[src/rtl/cpu_decode.sv]
// cpu_decode: instruction decode stage built around a two-entry skid buffer.
//
// The instruction word on f_instr is decoded combinationally (register fields
// and a sign-extended immediate) and captured together with its raw word and
// PC. The main register drives the outputs. The skid register catches one
// extra entry when exec stalls. Because of the skid register, d_inp_rdy can
// be a flop output.
//
// Ports:
//   clk, rst             clock and synchronous active-high reset
//   f_instr, f_pc        instruction word and its address from fetch
//   d_inp_vld/d_inp_rdy  upstream handshake (d_inp_rdy is registered)
//   d_flush              drop every held entry (branch redirect)
//   d_otp_vld/d_otp_rdy  downstream handshake towards exec
//   d_instr, d_pc        raw instruction and PC of the presented entry
//   d_opcode, d_funct3, d_funct7, d_rd, d_rs1, d_rs2, d_imm  decoded fields
//   d_illegal            unsupported encoding flag
//
// Build option: define DECODE_ILLEGAL_CHK_EN to build the illegal-encoding
// check. Without it, d_illegal is tied low.
module cpu_decode #(
  parameter int unsigned PC_W = 32
) (
  input  logic            clk,
  input  logic            rst,
  input  logic [31:0]     f_instr,
  input  logic [PC_W-1:0] f_pc,
  input  logic            d_inp_vld,
  output logic            d_inp_rdy,
  input  logic            d_flush,
  output logic            d_otp_vld,
  input  logic            d_otp_rdy,
  output logic [31:0]     d_instr,
  output logic [PC_W-1:0] d_pc,
  output logic [6:0]      d_opcode,
  output logic [2:0]      d_funct3,
  output logic [6:0]      d_funct7,
  output logic [4:0]      d_rd,
  output logic [4:0]      d_rs1,
  output logic [4:0]      d_rs2,
  output logic [31:0]     d_imm,
  output logic            d_illegal
);

  typedef enum logic [1:0] {
    ST_EMPTY,
    ST_ONE,
    ST_FULL
  } state_t;

  typedef struct packed {
    logic [31:0]     instr;
    logic [PC_W-1:0] pc;
    logic [6:0]      opcode;
    logic [2:0]      funct3;
    logic [6:0]      funct7;
    logic [4:0]      rd;
    logic [4:0]      rs1;
    logic [4:0]      rs2;
    logic [31:0]     imm;
    logic            illegal;
  } entry_t;

  state_t state_q, state_d;
  entry_t main_q, main_d;
  entry_t skid_q, skid_d;
  logic   rdy_q, rdy_d;
  entry_t dec;
  logic   accept;
  logic   consume;

  // Combinational decode of the incoming word.
  always_comb begin
    dec        = '0;
    dec.instr  = f_instr;
    dec.pc     = f_pc;
    dec.opcode = f_instr[6:0];
    dec.funct3 = f_instr[14:12];
    dec.funct7 = f_instr[31:25];
    dec.rd     = f_instr[11:7];
    dec.rs1    = f_instr[19:15];
    dec.rs2    = f_instr[24:20];
    case (f_instr[6:0])
      7'b0110111, 7'b0010111:
        dec.imm = {f_instr[31:12], 12'b0};
      7'b1101111:
        dec.imm = {{11{f_instr[31]}}, f_instr[31], f_instr[19:12],
                   f_instr[20], f_instr[30:21], 1'b0};
      7'b1100111, 7'b0000011, 7'b0010011, 7'b1110011, 7'b0001111:
        dec.imm = {{20{f_instr[31]}}, f_instr[31:20]};
      7'b0100011:
        dec.imm = {{20{f_instr[31]}}, f_instr[31:25], f_instr[11:7]};
      7'b1100011:
        dec.imm = {{19{f_instr[31]}}, f_instr[31], f_instr[7],
                   f_instr[30:25], f_instr[11:8], 1'b0};
      default:
        dec.imm = '0;
    endcase
`ifdef DECODE_ILLEGAL_CHK_EN
    dec.illegal = (f_instr[1:0] != 2'b11) ||
                  !(f_instr[6:0] inside {7'b0110111, 7'b0010111, 7'b1101111,
                                         7'b1100111, 7'b0000011, 7'b0010011,
                                         7'b1110011, 7'b0001111, 7'b0100011,
                                         7'b1100011, 7'b0110011});
`else
    dec.illegal = 1'b0;
`endif
  end

  // Next-state and buffer steering. rdy_q is low exactly in FULL, so gating
  // accept with it blocks loads while both registers are occupied.
  always_comb begin
    state_d = state_q;
    main_d  = main_q;
    skid_d  = skid_q;
    accept  = d_inp_vld && rdy_q;
    consume = (state_q != ST_EMPTY) && d_otp_rdy;
    if (d_flush) begin
      state_d = ST_EMPTY;
    end else begin
      case (state_q)
        ST_EMPTY: begin
          if (accept) begin
            main_d  = dec;
            state_d = ST_ONE;
          end
        end
        ST_ONE: begin
          if (accept && consume) begin
            main_d = dec;
          end else if (accept) begin
            skid_d  = dec;
            state_d = ST_FULL;
          end else if (consume) begin
            state_d = ST_EMPTY;
          end
        end
        ST_FULL: begin
          if (consume) begin
            main_d  = skid_q;
            state_d = ST_ONE;
          end
        end
        default: state_d = ST_EMPTY;
      endcase
    end
    rdy_d = (state_d != ST_FULL);
  end

  always_ff @(posedge clk) begin
    if (rst) begin
      state_q <= ST_EMPTY;
      rdy_q   <= 1'b1;
      main_q  <= '0;
      skid_q  <= '0;
    end else begin
      state_q <= state_d;
      rdy_q   <= rdy_d;
      main_q  <= main_d;
      skid_q  <= skid_d;
    end
  end

  assign d_inp_rdy = rdy_q;
  assign d_otp_vld = (state_q != ST_EMPTY);
  assign d_instr   = main_q.instr;
  assign d_pc      = main_q.pc;
  assign d_opcode  = main_q.opcode;
  assign d_funct3  = main_q.funct3;
  assign d_funct7  = main_q.funct7;
  assign d_rd      = main_q.rd;
  assign d_rs1     = main_q.rs1;
  assign d_rs2     = main_q.rs2;
  assign d_imm     = main_q.imm;
  assign d_illegal = main_q.illegal;

endmodule

[config.mk]
export PLATFORM = sky130hd
export DESIGN_NAME = cpu_decode
export DESIGN_NICKNAME = d
export VERILOG_FILES = /design/src/rtl/cpu_decode.sv
export SDC_FILE = /design/constraint.sdc
export NUM_CORES = 1
export LEC_CHECK = 0
export BUFFER_PORTS_ARGS = -buffer_cell sky130_fd_sc_hd__buf_2
export CELL_PAD_IN_SITES_DETAIL_PLACEMENT = 0
export CELL_PAD_IN_SITES_GLOBAL_PLACEMENT = 1
export CORE_ASPECT_RATIO = 0.5
export CORE_UTILIZATION = 39
export CTS_CLUSTER_DIAMETER = 100
export DETAILED_ROUTE_END_ITERATION = 8
export PLACE_DENSITY = 0.86
export SLEW_MARGIN = 10
export SYNTH_ARGS = -nofsm -noshare
export SYNTH_HDL_FRONTEND = slang
export SYNTH_SLANG_ARGS = --single-unit
[constraint.sdc]
create_clock -name clk -period 2.6 [get_ports clk]
set_clock_uncertainty 0.2 [all_clocks]
set_input_delay 0.26 -clock clk [delete_from_list [all_inputs] [get_ports clk]]
set_output_delay 0.26 -clock clk [all_outputs]
set_load 0.02 [all_outputs]
==> impl_metrics.prom <==
# TYPE chip_impl_metric gauge
chip_impl_info{name="cts_tree",value="built"} 1
chip_impl_metric{name="setup_tns_after_final_layout",unit="ps"} 0
chip_impl_metric{name="floorplan.rows",unit=""} 37
chip_impl_metric{name="gr-usage-all-layers",unit="%"} 21.3
chip_impl_metric{name="finalWorstPathRequiredPeriod",unit="ps"} 2460
chip_impl_metric{name="antenna_left",unit=""} 0
chip_impl_metric{name="number_of_i_o_pins",unit=""} 200
chip_impl_metric{name="wire_length_of_the_first_global_routing_pass",unit="mm"} 37.3
chip_impl_metric{name="drc",unit=""} 0
chip_impl_metric{name="groute.layer.met3.usage",unit="%"} 5.13
chip_impl_metric{name="setup_viol",unit=""} 0
chip_impl_info{name="sequence_of_cells_on_the_critical_path",value="dlygate4sd3_1, buf_2, and4bb_2, a21o_4, buf_12, nor2_1, a311oi_1"} 1
chip_impl_metric{name="clock-sinks",unit=""} 195
chip_impl_metric{name="grt_overflow",unit=""} 0
chip_impl_metric{name="yosysUniqueCellTypes",unit=""} 52
chip_impl_metric{name="vdd_ir_drop_max",unit="V"} 0.000302
chip_impl_metric{name="power.share.switching",unit="%"} 27.2
chip_impl_info{name="min_from",value="rst"} 1
chip_impl_metric{name="synth_warnings",unit=""} 0
chip_impl_metric{name="gr-usage-met2",unit="%"} 35.9
chip_impl_metric{name="area.sequential",unit="mm²"} 0.00390
chip_impl_metric{name="max_freq",unit="MHz"} 407
chip_impl_metric{name="ys_seq_elements",unit=""} 195
chip_impl_metric{name="final_net_count",unit=""} 1291
chip_impl_metric{name="grt_antenna_before_repair",unit=""} 0
chip_impl_metric{name="synthToLayoutAreaGrowth",unit="%"} 26.8
chip_impl_metric{name="cts-root-to-sink-buffers",unit=""} 2
chip_impl_metric{name="drv_cap",unit=""} 0
chip_impl_info{name="clock_tree.root_cell",value="sky130_fd_sc_hd__clkbuf_16"} 1
chip_impl_metric{name="via_per_inst",unit=""} 5.20
chip_impl_metric{name="multi_input_comb_area",unit="mm²"} 0.00381
chip_impl_info{name="globalRoute.busiestLayer",value="met2"} 1
chip_impl_metric{name="max_slew.worst_pin.slew",unit="ps"} 741
chip_impl_metric{name="worst-endpoint-required",unit="ps"} 2730
chip_impl_metric{name="clk_pin_slew",unit="ps"} 80
chip_impl_metric{name="synth.cell_area",unit="mm²"} 0.00835
chip_impl_info{name="status",value="finished clean"} 1
chip_impl_metric{name="mappedNetlistNets",unit=""} 1113
chip_impl_metric{name="p_leak",unit="nW"} 4.19
chip_impl_metric{name="routed_wl",unit="mm"} 23.5
chip_impl_metric{name="cts-htree-levels",unit=""} 4
chip_impl_metric{name="synth_edf_count",unit=""} 0
chip_impl_metric{name="comb_power_share",unit="%"} 13.4
chip_impl_metric{name="die_h",unit="µm"} 105
chip_impl_metric{name="floorplan.die_area",unit="mm²"} 0.0220
chip_impl_metric{name="initial_core_utilization",unit="%"} 40.3
chip_impl_metric{name="drv_slew",unit=""} 0
chip_impl_info{name="worstSetupEndpointType",value="flop"} 1
chip_impl_metric{name="slowest_delay",unit="ps"} 580
chip_impl_metric{name="relSlewSlack",unit="%"} 50.4
chip_impl_metric{name="synth_top_area_share",unit="%"} 46.8
chip_impl_metric{name="core",unit="mm²"} 0.0207
chip_impl_metric{name="final_area",unit="mm²"} 0.0106
chip_impl_metric{name="die_x",unit="µm"} 209
chip_impl_info{name="setup.worst_path.start",value="d_flush"} 1
chip_impl_metric{name="cts_inserted_buffers",unit=""} 17
chip_impl_info{name="crit_type",value="in -> reg"} 1
chip_impl_info{name="synth_top_cells_by_area",value="sky130_fd_sc_hd__dfxtp_1 (47%), sky130_fd_sc_hd__nand2_1 (14%), sky130_fd_sc_hd__a311oi_1 (8.3%)"} 1
chip_impl_metric{name="clkLatencyLatePin",unit="ps"} 440
chip_impl_metric{name="syn-mean-instance-area",unit="µm²"} 8.00
chip_impl_info{name="cp_slowest_cell",value="sky130_fd_sc_hd__a21o_4"} 1
chip_impl_metric{name="post_route_cells_drive_above_1_share",unit="%"} 22.5
chip_impl_metric{name="fillerInstances",unit=""} 1995
chip_impl_metric{name="synth_sequential_area_ratio",unit="%"} 46.8
chip_impl_metric{name="proportion_of_synthesized_flip_flops_having_asynchronous_set_or_reset",unit="%"} 0
chip_impl_metric{name="wirelength_per_cell",unit="µm"} 15.6
chip_impl_metric{name="detailed_place.area",unit="mm²"} 0.00930
chip_impl_metric{name="diodes",unit=""} 0
chip_impl_info{name="critical_path.reg2reg.startpoint",value="state_q[1]$_SDFF_PP0_"} 1
chip_impl_metric{name="number_of_i_o_port_buffers",unit=""} 198
chip_impl_metric{name="worst_ep_arrival_time",unit="ps"} 2590
chip_impl_metric{name="place_hpwl",unit="mm"} 15.3
chip_impl_metric{name="intPower",unit="mW"} 4.93
chip_impl_metric{name="use_met1",unit="%"} 27.1
chip_impl_info{name="cp-start-kind",value="input pin"} 1
chip_impl_metric{name="power.clock.fraction",unit="%"} 39.7
chip_impl_metric{name="fin_crit_sh",unit="%"} 94.5
chip_impl_metric{name="number_of_instances_in_the_synthesized_netlist",unit=""} 1044
chip_impl_info{name="rsz0062_at_grt",value="false"} 1
chip_impl_metric{name="num_vias",unit=""} 7835
chip_impl_metric{name="power.switching",unit="mW"} 1.84
chip_impl_metric{name="critical_path.max_fanout",unit=""} 66
chip_impl_metric{name="dr.first_iter.drc_count",unit=""} 589
chip_impl_metric{name="globalplace.congestion",unit=""} 0.860
chip_impl_info{name="hold_crit_path_type",value="in -> reg"} 1
chip_impl_metric{name="final_hold_viol_count",unit=""} 0
chip_impl_metric{name="cts_post_setup_buffers_inserted",unit=""} 0
chip_impl_metric{name="power-per-cell-area",unit="mW/mm²"} 640
chip_impl_info{name="synth_area_leader_cell",value="sky130_fd_sc_hd__dfxtp_1"} 1
chip_impl_metric{name="grt_start_max_net_pins",unit=""} 97
chip_impl_metric{name="grt_pass1_vias",unit=""} 7100
chip_impl_metric{name="firstDrtPassIters",unit=""} 5
chip_impl_info{name="postSynth.topFlopCell",value="sky130_fd_sc_hd__dfxtp_1"} 1
chip_impl_metric{name="seqPwrFrac",unit="%"} 46.9
==> worst max-delay path: cells and delay by family <==
family	cells	cell delay [ps]
buffers and inverters	3	1000
AND/OR/NAND/NOR	2	410
AO/OA/AOI/OAI	2	850
==> sequential cells by signal, summed over array words and instances, names as in the netlist <==
register,flops
d_pc,32
state_q,2
d_imm,32
d_inp_rdy,1
d_instr,32
skid_q,96
==> synth_stat cells, types with 2 or more instances <==
cell type	instances
sky130_fd_sc_hd__nand3_1	2
sky130_fd_sc_hd__buf_4	34
sky130_fd_sc_hd__a22o_1	7
sky130_fd_sc_hd__a22oi_1	4
sky130_fd_sc_hd__a21o_1	2
sky130_fd_sc_hd__buf_6	2
sky130_fd_sc_hd__clkbuf_1	55
sky130_fd_sc_hd__a21boi_1	2
sky130_fd_sc_hd__a311oi_1	79
sky130_fd_sc_hd__and2_1	3
sky130_fd_sc_hd__a31oi_1	2
sky130_fd_sc_hd__a21oi_1	70
sky130_fd_sc_hd__a2111oi_4	2
sky130_fd_sc_hd__a211oi_1	17
sky130_fd_sc_hd__o41ai_1	2
sky130_fd_sc_hd__o21ai_0	28
sky130_fd_sc_hd__a221oi_1	11
sky130_fd_sc_hd__o32ai_1	2
sky130_fd_sc_hd__nor2_1	115
sky130_fd_sc_hd__nand2_1	309
sky130_fd_sc_hd__buf_1	4
sky130_fd_sc_hd__dfxtp_1	195
sky130_fd_sc_hd__inv_1	5
sky130_fd_sc_hd__nor3_1	11
sky130_fd_sc_hd__and4bb_2	2
sky130_fd_sc_hd__nor2b_1	4
sky130_fd_sc_hd__a221oi_2	10
sky130_fd_sc_hd__and3_1	3
sky130_fd_sc_hd__nor3b_1	2
sky130_fd_sc_hd__buf_2	31
sky130_fd_sc_hd__nand2b_1	8
==> routing by layer <==
metal	routed length, µm	part of all wire [%]
met2	11300	48
met3	1400	5.9
met1	10500	45
met5	0	0
met4	310	1.3
==> metrics by stage <==
stage | setup WS (ps) | hold WS (ps) | power [mW] | cells | util (%)
CTS | 169 | 148 | 6.84 | 1508 | 51.0
detailed placement | 240 | 247 | 4.07 | 1409 | 44.9
finish | 143 | 156 | 6.77 | 1508 | 51.0
global placement | 306 | 241 | 4.05 | 1409 | 44.9
global route | 2.74 | 175 | 7.03 | 1508 | 51.0
floorplan | 750 | 139 | 3.79 | 1044 | -
==> cells in the final DEF, fill, tap and decap left out, types with 3 or more instances in the layout <==
cell type	count
sky130_fd_sc_hd__buf_2	197
sky130_fd_sc_hd__a311oi_1	79
sky130_fd_sc_hd__a21oi_1	70
sky130_fd_sc_hd__nor2b_4	3
sky130_fd_sc_hd__clkinv_4	4
sky130_fd_sc_hd__nand2b_1	6
sky130_fd_sc_hd__and3_1	3
sky130_fd_sc_hd__dlygate4sd3_1	67
sky130_fd_sc_hd__buf_4	13
sky130_fd_sc_hd__clkbuf_16	17
sky130_fd_sc_hd__inv_1	5
sky130_fd_sc_hd__nor2_1	115
sky130_fd_sc_hd__o21ai_0	28
sky130_fd_sc_hd__a221oi_2	10
sky130_fd_sc_hd__a221oi_1	11
sky130_fd_sc_hd__nor3_1	11
sky130_fd_sc_hd__a22o_1	7
sky130_fd_sc_hd__dfxtp_1	195
sky130_fd_sc_hd__a22oi_1	4
sky130_fd_sc_hd__and2_1	3
sky130_fd_sc_hd__buf_12	7
sky130_fd_sc_hd__a211oi_1	17
sky130_fd_sc_hd__nand2_1	309
==> kinds of logic (layout without fill, tap and decap cells) <==
group	Yosys count	in the layout	share of synthesized area (%)
simple gates	469	469	22.7
compound gates	247	247	22.4
flops	195	195	46.8
buf+inv	131	322	8.06
other cells	1	1	0.0449
xor+xnor	1	1	0.105
==> final timing paths <==
kind,end,slack [ps],cells past startpoint
setup reg to reg,d_pc[14]$_SDFFE_PP0P_,240,5
hold / removal,skid_q[119]$_SDFFE_PP0P_,160,2
hold reg to reg,skid_q[94]$_SDFFE_PP0P_,250,2
setup / recovery,d_pc[14]$_SDFFE_PP0P_,140,7
==> repair_timing <==
| item | 4_1_cts | 5_1_grt |
|---|---|---|
| endpoints found under the hold margin | 164 | 0 |
| endpoints found under the setup margin | 0 | 1 |
| gates resized for setup | 0 | 1 |
| hold buffers | 67 | 0 |
==> layout make-up <==
class / instances / share of cell area, %
Sequential cell: 195 / 36.9
Multi-Input combinational cell: 718 / 36.0
Timing Repair Buffer: 285 / 18.0
Clock buffer: 19 / 4.28
Tap cell: 273 / 3.23
Clock inverter: 13 / 1.45
Inverter: 5 / 0.177
==> power by group through the flow <==
| stage | combinational, mW | clock, mW | sequential (mW) |
|---|---|---|---|
| final | 0.906 | 2.69 | 3.17 |
| after global routing | 0.982 | 2.86 | 3.19 |
| after CTS | 0.906 | 2.76 | 3.17 |
| after detailed placement | 0.827 | 0 | 3.24 |
| after global placement | 0.815 | 0 | 3.24 |
| after floorplan | 0.440 | 0 | 3.35 |
Power figures use the tool's default switching activity.
